File: config.mk
export PLATFORM = sky130hd
export DESIGN_NAME = lsu_axi_master_flat
export DESIGN_NICKNAME = d
export VERILOG_FILES = /design/src/rtl/axi_lite_pkg.sv /design/src/rtl/axi_lite_if.sv /design/src/rtl/lsu_axi_master.sv /design/src/flat_wrapper.sv
export SDC_FILE = /design/constraint.sdc
export NUM_CORES = 1
export LEC_CHECK = 0
export ABC_AREA = 1
export CAP_MARGIN = 0
export CORE_AREA = 2 2 110 112
export CTS_CLUSTER_DIAMETER = 60
export CTS_CLUSTER_SIZE = 12
export DETAILED_ROUTE_END_ITERATION = 10
export DIE_AREA = 0 0 112 114
export PLACE_DENSITY = 0.84
export SYNTH_ARGS = -nofsm -noshare
export SYNTH_HDL_FRONTEND = slang
export SYNTH_SLANG_ARGS = --single-unit
export TNS_END_PERCENT = 20
File: constraint.sdc
create_clock -name clk -period 2.7 [get_ports clk]
set_input_delay 0.81 -clock clk [delete_from_list [all_inputs] [get_ports clk]]
set_output_delay 0.81 -clock clk [all_outputs]
set_load 0.01 [all_outputs]
File: src/rtl/axi_lite_pkg.sv
// Shared AXI4-Lite definitions: initiator FSM state encoding and response codes.
package axi_lite_pkg;

    typedef enum logic [2:0] {
        IDLE    = 3'd0,
        RD_ADDR = 3'd1,
        RD_DATA = 3'd2,
        WR_REQ  = 3'd3,
        WR_RESP = 3'd4,
        RSP     = 3'd5
    } axi_master_state_e;

    localparam logic [1:0] AXI_RESP_OKAY   = 2'b00;
    localparam logic [1:0] AXI_RESP_EXOKAY = 2'b01;
    localparam logic [1:0] AXI_RESP_SLVERR = 2'b10;
    localparam logic [1:0] AXI_RESP_DECERR = 2'b11;

    // Any code other than OKAY is reported to the client as an error.
    function automatic logic resp_is_err(input logic [1:0] resp);
        return resp != AXI_RESP_OKAY;
    endfunction

endpackage

File: src/rtl/axi_lite_if.sv
// AXI4-Lite bundle (32-bit address/data, byte strobes) with initiator and target views.
interface axi_lite_if;

    logic        awvalid;
    logic        awready;
    logic [31:0] awaddr;
    logic        wvalid;
    logic        wready;
    logic [31:0] wdata;
    logic [3:0]  wstrb;
    logic        bvalid;
    logic        bready;
    logic [1:0]  bresp;
    logic        arvalid;
    logic        arready;
    logic [31:0] araddr;
    logic        rvalid;
    logic        rready;
    logic [31:0] rdata;
    logic [1:0]  rresp;

    modport master (
        output awvalid, awaddr, wvalid, wdata, wstrb, bready, arvalid, araddr, rready,
        input  awready, wready, bvalid, bresp, arready, rvalid, rdata, rresp
    );

    modport slave (
        input  awvalid, awaddr, wvalid, wdata, wstrb, bready, arvalid, araddr, rready,
        output awready, wready, bvalid, bresp, arready, rvalid, rdata, rresp
    );

endinterface

File: src/rtl/lsu_axi_master.sv
// Single-outstanding AXI4-Lite initiator for the load/store unit.
// Define AXI_MASTER_TIMEOUT_EN to add the per-transaction watchdog (sticky timeout flag).
module lsu_axi_master
    import axi_lite_pkg::*;
#(
    parameter int unsigned TIMEOUT_CYCLES = 1024
) (
    input  logic              clk,
    input  logic              reset,
    input  logic              req_valid,
    output logic              req_ready,
    input  logic              req_we,
    input  logic [31:0]       req_addr,
    input  logic [31:0]       req_wdata,
    input  logic [3:0]        req_wstrb,
    output logic              rsp_valid,
    input  logic              rsp_ready,
    output logic [31:0]       rsp_rdata,
    output logic              rsp_err,
    output logic              timeout,
    output axi_master_state_e dbg_state,
    axi_lite_if.master        m
);

    // Handshake rule on every channel: a transfer happens on the rising edge where
    // valid and ready are both high; once raised, valid and its payload stay fixed until then.

    axi_master_state_e state_q, state_d;
    logic [31:0] addr_q, addr_d;
    logic [31:0] wdata_q, wdata_d;
    logic [3:0]  wstrb_q, wstrb_d;
    logic        arvalid_q, arvalid_d;
    logic        awvalid_q, awvalid_d;
    logic        wvalid_q, wvalid_d;
    logic        rready_q, rready_d;
    logic        bready_q, bready_d;
    logic        rsp_valid_q, rsp_valid_d;
    logic [31:0] rsp_rdata_q, rsp_rdata_d;
    logic        rsp_err_q, rsp_err_d;

    if (TIMEOUT_CYCLES == 0) begin : g_bad_timeout
        $error("lsu_axi_master: TIMEOUT_CYCLES must be at least 1");
    end

    always_comb begin
        state_d     = state_q;
        addr_d      = addr_q;
        wdata_d     = wdata_q;
        wstrb_d     = wstrb_q;
        arvalid_d   = arvalid_q;
        awvalid_d   = awvalid_q;
        wvalid_d    = wvalid_q;
        rready_d    = rready_q;
        bready_d    = bready_q;
        rsp_valid_d = rsp_valid_q;
        rsp_rdata_d = rsp_rdata_q;
        rsp_err_d   = rsp_err_q;

        unique case (state_q)
            IDLE: begin
                if (req_valid) begin
                    addr_d  = req_addr;
                    wdata_d = req_wdata;
                    wstrb_d = req_wstrb;
                    if (req_we) begin
                        awvalid_d = 1'b1;
                        wvalid_d  = 1'b1;
                        state_d   = WR_REQ;
                    end else begin
                        arvalid_d = 1'b1;
                        state_d   = RD_ADDR;
                    end
                end
            end
            RD_ADDR: begin
                if (m.arready) begin
                    arvalid_d = 1'b0;
                    rready_d  = 1'b1;
                    state_d   = RD_DATA;
                end
            end
            RD_DATA: begin
                if (m.rvalid) begin
                    rready_d    = 1'b0;
                    rsp_rdata_d = m.rdata;
                    rsp_err_d   = resp_is_err(m.rresp);
                    rsp_valid_d = 1'b1;
                    state_d     = RSP;
                end
            end
            WR_REQ: begin
                // AW and W retire independently; B is awaited only after both are gone.
                if (awvalid_q && m.awready) awvalid_d = 1'b0;
                if (wvalid_q && m.wready)   wvalid_d  = 1'b0;
                if (!awvalid_d && !wvalid_d) begin
                    bready_d = 1'b1;
                    state_d  = WR_RESP;
                end
            end
            WR_RESP: begin
                if (m.bvalid) begin
                    bready_d    = 1'b0;
                    rsp_rdata_d = '0;
                    rsp_err_d   = resp_is_err(m.bresp);
                    rsp_valid_d = 1'b1;
                    state_d     = RSP;
                end
            end
            RSP: begin
                if (rsp_ready) begin
                    rsp_valid_d = 1'b0;
                    state_d     = IDLE;
                end
            end
            default: state_d = IDLE;
        endcase
    end

    always_ff @(posedge clk) begin
        if (reset) begin
            state_q     <= IDLE;
            addr_q      <= '0;
            wdata_q     <= '0;
            wstrb_q     <= '0;
            arvalid_q   <= 1'b0;
            awvalid_q   <= 1'b0;
            wvalid_q    <= 1'b0;
            rready_q    <= 1'b0;
            bready_q    <= 1'b0;
            rsp_valid_q <= 1'b0;
            rsp_rdata_q <= '0;
            rsp_err_q   <= 1'b0;
        end else begin
            state_q     <= state_d;
            addr_q      <= addr_d;
            wdata_q     <= wdata_d;
            wstrb_q     <= wstrb_d;
            arvalid_q   <= arvalid_d;
            awvalid_q   <= awvalid_d;
            wvalid_q    <= wvalid_d;
            rready_q    <= rready_d;
            bready_q    <= bready_d;
            rsp_valid_q <= rsp_valid_d;
            rsp_rdata_q <= rsp_rdata_d;
            rsp_err_q   <= rsp_err_d;
        end
    end

`ifdef AXI_MASTER_TIMEOUT_EN
    localparam int unsigned TMO_W = $clog2(TIMEOUT_CYCLES + 1);

    logic [TMO_W-1:0] tmo_cnt_q, tmo_cnt_d;
    logic             timeout_q, timeout_d;
    logic             tmo_busy;
    logic             tmo_hit;

    // The count restarts at acceptance and saturates at the limit, so each
    // transaction can trip the watchdog at most once.
    always_comb begin
        tmo_busy  = (state_q != IDLE) && (state_q != RSP);
        tmo_hit   = tmo_busy && (tmo_cnt_q == TMO_W'(TIMEOUT_CYCLES - 1));
        tmo_cnt_d = tmo_cnt_q;
        timeout_d = timeout_q | tmo_hit;
        if (req_valid && req_ready) begin
            tmo_cnt_d = '0;
        end else if (tmo_busy && (tmo_cnt_q != TMO_W'(TIMEOUT_CYCLES))) begin
            tmo_cnt_d = tmo_cnt_q + 1'b1;
        end
    end

    always_ff @(posedge clk) begin
        if (reset) begin
            tmo_cnt_q <= '0;
            timeout_q <= 1'b0;
        end else begin
            tmo_cnt_q <= tmo_cnt_d;
            timeout_q <= timeout_d;
            if (tmo_hit) begin
                $error("lsu_axi_master: transaction to address 0x%08h exceeded %0d cycles",
                       addr_q, TIMEOUT_CYCLES);
            end
        end
    end

    assign timeout = timeout_q;
`else
    assign timeout = 1'b0;
`endif

    assign req_ready = (state_q == IDLE);
    assign rsp_valid = rsp_valid_q;
    assign rsp_rdata = rsp_rdata_q;
    assign rsp_err   = rsp_err_q;
    assign dbg_state = state_q;

    assign m.arvalid = arvalid_q;
    assign m.araddr  = addr_q;
    assign m.rready  = rready_q;
    assign m.awvalid = awvalid_q;
    assign m.awaddr  = addr_q;
    assign m.wvalid  = wvalid_q;
    assign m.wdata   = wdata_q;
    assign m.wstrb   = wstrb_q;
    assign m.bready  = bready_q;

endmodule

File: src/flat_wrapper.sv
// flat-port wrapper written by rule: the top's interface ports become plain ports
module lsu_axi_master_flat import axi_lite_pkg::*;
#(
    parameter int unsigned TIMEOUT_CYCLES = 1024
)
  (clk, reset, req_valid, req_ready, req_we, req_addr, req_wdata, req_wstrb, rsp_valid, rsp_ready, rsp_rdata, rsp_err, timeout, dbg_state, m_awvalid, m_awaddr, m_wvalid, m_wdata, m_wstrb, m_bready, m_arvalid, m_araddr, m_rready, m_awready, m_wready, m_bvalid, m_bresp, m_arready, m_rvalid, m_rdata, m_rresp);
  axi_lite_if m_i ();
  input  logic clk;
  input  logic reset;
  input  logic req_valid;
  output logic req_ready;
  input  logic req_we;
  input  logic [31:0] req_addr;
  input  logic [31:0] req_wdata;
  input  logic [3:0] req_wstrb;
  output logic rsp_valid;
  input  logic rsp_ready;
  output logic [31:0] rsp_rdata;
  output logic rsp_err;
  output logic timeout;
  output axi_master_state_e dbg_state;
  output wire logic [$bits(m_i.awvalid)-1:0] m_awvalid;
  output wire logic [$bits(m_i.awaddr)-1:0] m_awaddr;
  output wire logic [$bits(m_i.wvalid)-1:0] m_wvalid;
  output wire logic [$bits(m_i.wdata)-1:0] m_wdata;
  output wire logic [$bits(m_i.wstrb)-1:0] m_wstrb;
  output wire logic [$bits(m_i.bready)-1:0] m_bready;
  output wire logic [$bits(m_i.arvalid)-1:0] m_arvalid;
  output wire logic [$bits(m_i.araddr)-1:0] m_araddr;
  output wire logic [$bits(m_i.rready)-1:0] m_rready;
  input wire logic [$bits(m_i.awready)-1:0] m_awready;
  input wire logic [$bits(m_i.wready)-1:0] m_wready;
  input wire logic [$bits(m_i.bvalid)-1:0] m_bvalid;
  input wire logic [$bits(m_i.bresp)-1:0] m_bresp;
  input wire logic [$bits(m_i.arready)-1:0] m_arready;
  input wire logic [$bits(m_i.rvalid)-1:0] m_rvalid;
  input wire logic [$bits(m_i.rdata)-1:0] m_rdata;
  input wire logic [$bits(m_i.rresp)-1:0] m_rresp;
  assign m_awvalid = m_i.awvalid;
  assign m_awaddr = m_i.awaddr;
  assign m_wvalid = m_i.wvalid;
  assign m_wdata = m_i.wdata;
  assign m_wstrb = m_i.wstrb;
  assign m_bready = m_i.bready;
  assign m_arvalid = m_i.arvalid;
  assign m_araddr = m_i.araddr;
  assign m_rready = m_i.rready;
  assign m_i.awready = m_awready;
  assign m_i.wready = m_wready;
  assign m_i.bvalid = m_bvalid;
  assign m_i.bresp = m_bresp;
  assign m_i.arready = m_arready;
  assign m_i.rvalid = m_rvalid;
  assign m_i.rdata = m_rdata;
  assign m_i.rresp = m_rresp;
  lsu_axi_master #(.TIMEOUT_CYCLES(TIMEOUT_CYCLES)) u_core (.clk(clk), .reset(reset), .req_valid(req_valid), .req_ready(req_ready), .req_we(req_we), .req_addr(req_addr), .req_wdata(req_wdata), .req_wstrb(req_wstrb), .rsp_valid(rsp_valid), .rsp_ready(rsp_ready), .rsp_rdata(rsp_rdata), .rsp_err(rsp_err), .timeout(timeout), .dbg_state(dbg_state), .m(m_i));
endmodule
Yosys cells after proc, flatten, opt, wreduce, memory -nomap -nowiden
Index checks and enable logic that the tools add are counted.

storage, ports and cells
  register bits after elaboration = 110
  input port bits = 114
  output and inout bits = 144

cells by class
  equality and inequality tests = 13
  mux-type cells = 36
  reduce and logical (&&, ||, !) cells = 22

operator list
  operator                                                         count
  32-bit 2-to-1 mux                                                2
  32-bit one-hot mux with 2 select lines                           1
  1-bit 2-to-1 mux                                                 18
  3-bit 2-to-1 mux                                                 6
  3-bit one-hot mux with 6 select lines                            1
  2-bit nonzero test                                               7
  2-bit != test, second input constant                             6
  1-bit one-hot mux with 2 select lines                            6
  3-bit AND reduction                                              4
  4-bit AND reduction                                              2
  3-bit by 2-bit == test with 1-bit output, second input constant  2
  3-bit == test, second input constant                             2
  6-bit AND reduction                                              1
  2-bit by 1-bit != test with 1-bit output, second input constant  2
  3-bit by 1-bit == test with 1-bit output, second input constant  1
  1-bit logical AND                                                3
  3-bit logical NOT                                                1
  1-bit one-hot mux with 3 select lines                            1
  3-bit nonzero test                                               1
  1-bit logical NOT                                                2
  2-bit 2-to-1 mux                                                 1
  2-bit AND reduction                                              1

Longest topological paths before layout
Gate-level depths: netlist of the first run.

  depth after elaboration = 7
  gate-level depth with buffers = 11
  mapped depth without buffers = 9

Least setup slack after synthesis of the first run
OpenSTA, ideal clock, no wires.

  path kind = input to register
  start = input reset
  end = register u_core.rsp_rdata_q[10] (netlist: u_core.rsp_rdata[10])
  setup time = 0.128 ns
  arrival = 1.651 ns
  required time = 2.572 ns
  path slack = 0.922 ns
  cell stages on the path = 4
  path buffers = 3
  cell sequence = clkbuf_1 clkbuf_1 clkbuf_1 nor2_1

RTL lines
  what                    RTL line               text
  start: declaration      flat_wrapper.sv:9      input logic reset;
  end signal: assignment  lsu_axi_master.sv:144  rsp_rdata_q <= rsp_rdata_d;
  end: declaration        lsu_axi_master.sv:38   logic [31:0] rsp_rdata_q, rsp_rdata_d;

No word-level cell between the ends.

Worst setup path in the final report of the first run
  start = register u_core.state_q[0] (netlist: u_core.dbg_state[0])
  end = output req_ready

on the way
  cells in the longest elaborated chain, start to end = 1

ends and longest elaborated chain
  what                      RTL line               text
  start: declaration        lsu_axi_master.sv:28   axi_master_state_e state_q, state_d;
  start signal: assignment  lsu_axi_master.sv:134  state_q <= state_d;
  3-bit logical NOT         lsu_axi_master.sv:190  assign req_ready = (state_q == IDLE);
  end: declaration          flat_wrapper.sv:11     output logic req_ready;

No other way between the ends.

==> out/qor.csv, run 1 <==
stage;metric;value;unit
sta;Slew headroom;53.4;%
pwr;Flop pwr share;33.3;%
pwr;Clock Power Share;17.7;%
worst_hold_path;worst min path class;flip-flop to flip-flop;
logic_synthesis;syn nets;781;
route;total wire length;14200;um
setup_path;crit path cell chain;nor2_4 > nand2_1 > inv_2 > clkdlybuf4s50_1;
die;die height;114;um
sta;Period minus WS final;2.53;ns
global_routing;antenna violations before repair;0;
clocking;hold_buf cts;0;
logic_synthesis;Post-Syn Area;0.00473;mm^2
clocking;Clock transition at path regs;0.08;ns
pwr;leakage;2.99;nW
logic_synthesis;Cells after Synth;667;
clocking;# resized after CTS;0;
route;Initial DRC Count;330;
logic_synthesis;Adder-Cell Fraction of Synth Area;0;%
route;Avg WL per Cell;13.9;um
placed_design;pre-CTS setup slack;0.408;ns
setup_path;WP buf/inv;2;
sta;Hold Vio Cnt, Final;0;
sta;Final setup viols;0;
setup_path;cell family with most CP delay;buffers and inverters;
global_routing;GR Util met1;25.9;%
pwr;Power, Total;7.18;mW
finish;nets;980;
sta;Fmax;0.396;GHz
sta;Worst Clk Skew;0.00826;ns
clocking;Max H-tree Level;3;
global_routing;met2 usage;36.8;%
clocking;Num CTS Buffers;9;
setup_path;Worst Path Required;1.89;ns
clocking;Skew-Pair Late Insertion Delay;0.34;ns
sta;RSZ-0062 raised after global routing;false;
pwr;Sw Pwr;2.80;mW
global_routing;Tot GR Track Use;21.5;%
die;I/O Pins;258;
route;DRT Pass-1 Iters;4;
sta;Setup TNS;0;ns
pwr;Pint;4.39;mW
setup_path;slowest cell on the critical path;clkdlybuf4s50_1;
route;antenna-violating nets left;0;
global_routing;first-pass GRT wire length;22400;um
setup_path;CP Max Fanout;8;
setup_path;CP Capture Type;output pin;
route;drt drc;0;
sta;Worst-Margin Slew;0.699;ns
sta;Final WS setup;0.174;ns
clocking;CTS max path bufs;2;
setup_path;CP Class;flip-flop to output pin;
finish;most common cell after layout, fill and taps aside;clkdlybuf4s50_1;
route;DR vias;4851;
global_routing;vias in the first global route;4418;
placed_design;HPWL Detailed;10300;um
sta;period utilisation layout;93.5;%
logic_synthesis;mean post-synth cell area;7.09;um^2
pwr;Max VDD drop;0.618;mV
finish;Util after Layout;62.9;%
setup_path;max incr delay on CP;0.54;ns
global_routing;grt total ovfl;0;
setup_path;CP Launch Type;flip-flop;
die;row cnt;40;
logic_synthesis;mux cell area share after synthesis;0;%
logic_synthesis;largest family of logic cells by synthesized area;simple AND/OR/NAND/NOR gates;
clocking;CTS tree;yes;
outcome;status;complete, no violations;
global_routing;GRT busiest layer;met2;
pwr;Sw Ratio;38.9;%
placed_design;Port Buffers;256;
global_routing;met3 GRT Util;6.48;%
die;Core ar.;0.0117;mm^2
pwr;combinational power share;49.1;%
logic_synthesis;post-synthesis sequential area ratio;46.5;%
logic_synthesis;Simple-Gate Fraction of Synth Area;30.0;%
flow_run;Maximum Capacitance Violations;0;
die;Die X-Extent;112;um
die;Initial Utilization;40.4;%
finish;commonest cells after routing, fill and taps aside;clkdlybuf4s50_1 (254), nand2_1 (212), dfxtp_1 (110), a21oi_1 (78), nand3_1 (76);
logic_synthesis;yosys warns;0;
die;Die Area;0.0128;mm^2
logic_synthesis;Distinct cells, synth;22;
global_routing;pin count of the biggest net entering global routing;69;
clocking;Setup Buffers After CTS;0;
clocking;Root Buffer;clkbuf_16;
clocking;Sinks on Clock Net;110;
sta;count of pins over their slew limit;0;
finish;Area Overhead vs Synth;55.6;%
route;vias per cell;4.77;
logic_synthesis;Post-Synth XOR/XNOR Area;0;%
logic_synthesis;Compound-Gate Fraction of Synth Area;9.39;%
placed_design;GP Congestion;0.802;
logic_synthesis;flop and latch count out of synthesis;110;
setup_path;Arr. time, crit path;1.72;ns
finish;layout cell share with drive strength beyond 1;4.25;%
pwr;Pwr Density;976;mW/mm^2
finish;Antenna Cells;0;
-- cells in the mapped netlist --
| cell | instances | area (um^2) |
|---|---|---|
| nand2_1 | 212 | 796 |
| dfxtp_1 | 110 | 2200 |
| a21oi_1 | 78 | 390 |
| nand3_1 | 76 | 380 |
| inv_1 | 46 | 173 |
| nor2_1 | 44 | 165 |
| buf_4 | 37 | 278 |
| clkbuf_1 | 21 | 78.8 |
| buf_2 | 16 | 80.1 |
| o21ai_0 | 5 | 25.0 |
| nand2_2 | 4 | 25.0 |
| buf_6 | 3 | 33.8 |
| inv_2 | 3 | 11.3 |
| nand3b_1 | 2 | 15.0 |
| nor3_1 | 2 | 10.0 |
| o211ai_1 | 2 | 15.0 |
| a211oi_1 | 1 | 7.51 |
| a31oi_1 | 1 | 6.26 |
| conb_1 | 1 | 3.75 |
| inv_4 | 1 | 6.26 |
| nand3_4 | 1 | 17.5 |
| nor2_4 | 1 | 11.3 |
-- stage by stage --
stage | cells | cell area [um^2] | hold slack, ns
2_1_floorplan | 667 | 4730 | 0.469
3_3_place_gp | 1002 | 7080 | 0.444
3_5_place_dp | 1002 | 7080 | 0.444
4_1_cts | 1018 | 7360 | 0.456
5_1_grt | 1018 | 7360 | 0.477
6_report | 1018 | 7360 | 0.454
-- final timing paths --
kind                                     startpoint                   to  slack (ns)  depth (start not counted)
worst max-delay path            u_core.dbg_state[0]            req_ready        0.17                          4
worst min register to register     u_core.rsp_valid     u_core.rsp_valid        0.45                          2
worst min-delay path               u_core.rsp_valid     u_core.rsp_valid        0.45                          2
worst max register to register  u_core.dbg_state[0]  u_core.m.araddr[16]        0.58                          8
-- sequential cells by signal (all words and copies together), names as in the netlist, 3 cells and up --
name and count:
u_core.m.araddr 32, u_core.m.wdata 32, u_core.dbg_state 3, u_core.m.wstrb 4, u_core.rsp_rdata 32
-- logic make-up after synthesis --
logic type / Yosys count
simple gates: 342
other cells: 1
flops: 110
compound gates: 87
buf+inv: 127
-- worst register-to-register path, delay by kind of cell, from the launching register on --
kind                   cells  cell delay [ns]
buffers and inverters      3             0.95
flip-flops                 1             0.41
AO/OA/AOI/OAI              1             0.06
AND/OR/NAND/NOR            4             0.57
-- power by group through the flow --
stage	clock network [mW]	logic [mW]	registers, mW
floorplan	0	1.91	2.60
detailed placement	0	3.55	2.41
global placement	0	3.50	2.40
finish	1.27	3.52	2.39
CTS	1.29	3.56	2.39
global route	1.38	3.91	2.45
-- per-layer routing --
layer	share of wire (%)	wire, um
met2	49	6930
met4	1.8	261
met3	9.0	1280
met5	0	0
met1	40	5710
-- final cells by class --
cell class	instances	area, um^2
clock inverter	7	56.3
inverter	50	190
fill	1026	4350
timing repair buffer	265	2640
clock buffer	9	225
tap	147	184
sequential	110	2200
multi-input combinational	430	1870
No activity file was read; power rests on OpenSTA's default activity.
==> inputs of run 2 (changes only) <==
--- a/config.mk
+++ b/config.mk
@@ -7,12 +7,12 @@
 export LEC_CHECK = 0
 export ABC_AREA = 1
 export CAP_MARGIN = 0
-export CORE_AREA = 2 2 110 112
+export CORE_AREA = 2 2 120 122
 export CTS_CLUSTER_DIAMETER = 60
 export CTS_CLUSTER_SIZE = 12
 export DETAILED_ROUTE_END_ITERATION = 10
-export DIE_AREA = 0 0 112 114
-export PLACE_DENSITY = 0.84
+export DIE_AREA = 0 0 122 124
+export PLACE_DENSITY = 0.75
 export SYNTH_ARGS = -nofsm -noshare
 export SYNTH_HDL_FRONTEND = slang
 export SYNTH_SLANG_ARGS = --single-unit
==> constraint.sdc (replaced) <==
create_clock -name clk -period 2.32 [get_ports clk]
set_input_delay 0.696 -clock clk [delete_from_list [all_inputs] [get_ports clk]]
set_output_delay 0.696 -clock clk [all_outputs]
set_load 0.01 [all_outputs]
==> run 2 against run 1 <==
Against the previous run:
- non-clock buffer count grew 3
- register-to-register slack lost 0.15 ns
- via count shrank 0.39%
- utilization shrank 8.5 points
- worst hold slack lost 0.0058 ns
- critical path depth shrank 2
==> out/qor.csv, run 2 (synthesis results as in run 1) <==
stage;metric;value;unit;change
sta;Fmax;0.465;GHz;
route;antenna-violating nets left;0;;unchanged
clocking;hold_buf cts;0;;unchanged
setup_path;Setup crit end;dbg_state[0];;
route;Initial DRC Count;296;;-10%
clocking;CTS tree;yes;;
route;total wire length;14500;um;+2.6%
setup_path;CP startpoint;u_core.dbg_state[0];;
setup_path;RR Endpoint;u_core.m.wstrb[0];;
placed_design;HPWL Detailed;10400;um;+1.2%
sta;Hold Vio Cnt, Final;0;;unchanged
flow_run;Maximum Capacitance Violations;0;;unchanged
die;Core ar.;0.0137;mm^2;+17%
global_routing;grt total ovfl;0;;unchanged
die;Die X-Extent;122;um;+8.9%
setup_path;Worst Path Required;1.62;ns;-0.27 ns
sta;RSZ-0062 raised after global routing;false;;
clocking;Clock transition at path regs;0.07;ns;about the same
setup_path;worst r2r src;u_core.dbg_state[1];;
die;Initial Utilization;34.5;%;-5.9 points
sta;Hold WS;0.448;ns;-0.00584 ns
setup_path;setup slack, reg-to-reg;0.43;ns;-0.15 ns
sta;Worst Clk Skew;0.0102;ns;+0.00191 ns
pwr;Power, Total;8.52;mW;+19%
sta;Period minus WS final;2.15;ns;
setup_path;CP Max Fanout;7;;-1
finish;layout cell share with drive strength beyond 1;4.35;%;+0.10 points
pwr;Max VDD drop;0.744;mV;+20%
route;drt drc;0;;unchanged
setup_path;reg2reg path depth;7;;-1
finish;final std cells w/o fill;1053;;+3.4%
route;DRT Pass-1 Iters;4;;unchanged
global_routing;antenna violations before repair;0;;unchanged
finish;nets;983;;+0.31%
setup_path;CP Launch Type;flip-flop;;
setup_path;cell family with most CP delay;buffers and inverters;;
clocking;Skew-Pair Late Insertion Delay;0.34;ns;about the same
setup_path;Levels on crit path;2;;-2
global_routing;pin count of the biggest net entering global routing;66;;-4.3%
clocking;Max H-tree Level;3;;unchanged
sta;period utilisation layout;92.7;%;
placed_design;Port Buffers;256;;unchanged
die;Die Area;0.0151;mm^2;+18%
sta;Final setup viols;0;;unchanged
finish;Antenna Cells;0;;unchanged
clocking;Sinks on Clock Net;110;;unchanged
die;die height;124;um;+8.8%
global_routing;vias in the first global route;4220;;-4.5%
pwr;Pwr Density;1140;mW/mm^2;+17%
finish;commonest cells after routing, fill and taps aside;clkdlybuf4s50_1 (253), nand2_1 (212), dfxtp_1 (109), a21oi_1 (78), nand3_1 (76);;
setup_path;Arr. time, crit path;1.46;ns;-0.26 ns
sta;count of pins over their slew limit;0;;unchanged
worst_hold_path;WHS Path Cells;2;;unchanged
route;DR vias;4832;;-0.39%
global_routing;first-pass GRT wire length;22100;um;-1.5%
setup_path;CP Capture Type;output pin;;
clocking;Num CTS Buffers;9;;unchanged
die;row cnt;43;;+7.5%
sta;Setup TNS;0;ns;unchanged
worst_hold_path;worst min path class;flip-flop to flip-flop;;
setup_path;max incr delay on CP;0.56;ns;+0.02 ns
setup_path;CP Class;flip-flop to output pin;;
sta;Slew headroom;53.8;%;+0.40 points
finish;most common cell after layout, fill and taps aside;clkdlybuf4s50_1;;
clocking;Root Buffer;clkbuf_16;;
route;vias per cell;4.59;;-3.7%
pwr;leakage;3.03;nW;+1.4%
placed_design;Placed Cells;1038;;+3.6%
outcome;status;complete, no violations;;
setup_path;crit path cell chain;buf_4 > clkdlybuf4s50_1;;
route;Avg WL per Cell;13.8;um;-0.84%
clocking;CTS max path bufs;2;;unchanged
finish;Area Overhead vs Synth;57.7;%;
setup_path;WP buf/inv;2;;unchanged
sta;Worst-Margin Slew;0.693;ns;-0.00603 ns
global_routing;Tot GR Track Use;18.4;%;-3.1 points
setup_path;slowest cell on the critical path;clkdlybuf4s50_1;;
placed_design;GP Congestion;0.811;;+1.1%
die;I/O Pins;258;;unchanged
run 2: power by group:
part           leakage, nW  internal (mW)  switching [mW]  total, mW
combinational         1.98           1.98            2.21       4.19
sequential           0.902           2.43           0.343       2.78
clock                0.143          0.865           0.686       1.55
run 2: worst min-delay path by stage:
stage,start,slack (ns),endpoint
global placement,u_core.rsp_valid,0.44,u_core.rsp_valid
finish,u_core.rsp_valid,0.45,u_core.rsp_valid
detailed placement,u_core.rsp_valid,0.44,u_core.rsp_valid
global route,u_core.rsp_valid,0.47,u_core.rsp_valid
CTS,u_core.rsp_valid,0.45,u_core.rsp_valid
floorplan,u_core.rsp_valid,0.47,u_core.rsp_valid
run 2: what timing repair did:
action	in CTS	in global routing
setup endpoints to repair	1	1
setup buffers	0	0
resized for setup	1	1
run 2: metrics by stage:
stage               cell area, um^2  utilization [%]  worst slack [ns]
finish                         7460             54.4             0.169
floorplan                      4730                -             0.656
CTS                            7460             54.4            0.0389
global placement               7170             52.2             0.247
detailed placement             7170             52.2             0.201
global route                   7460             54.4             0.101
run 2: routing by layer:
layer | track usage (%) | routed length [um] | share of wire, % | vias up
met5 | 0 | 0 | 0 | -
met4 | 6.25 | 237 | 1.6 | 0
met3 | 5.95 | 1330 | 9.1 | 19
met2 | 30.0 | 6710 | 46 | 197
met1 | 23.0 | 6270 | 43 | 2154
li1 | - | - | - | 2462
run 2: worst min-delay path, cell delays in order (launching register included):
cell and delay, ns:
dfxtp_1 0.31, inv_1 0.05, a21oi_1 0.05
run 2: final cells by class:
cell class                 instances  area (um^2)
clock inverter                     3         43.8
multi-input combinational        430         1870
inverter                          50          190
fill                            1308         6260
timing repair buffer             268         2690
clock buffer                      12          246
sequential                       110         2200
tap                              180          225
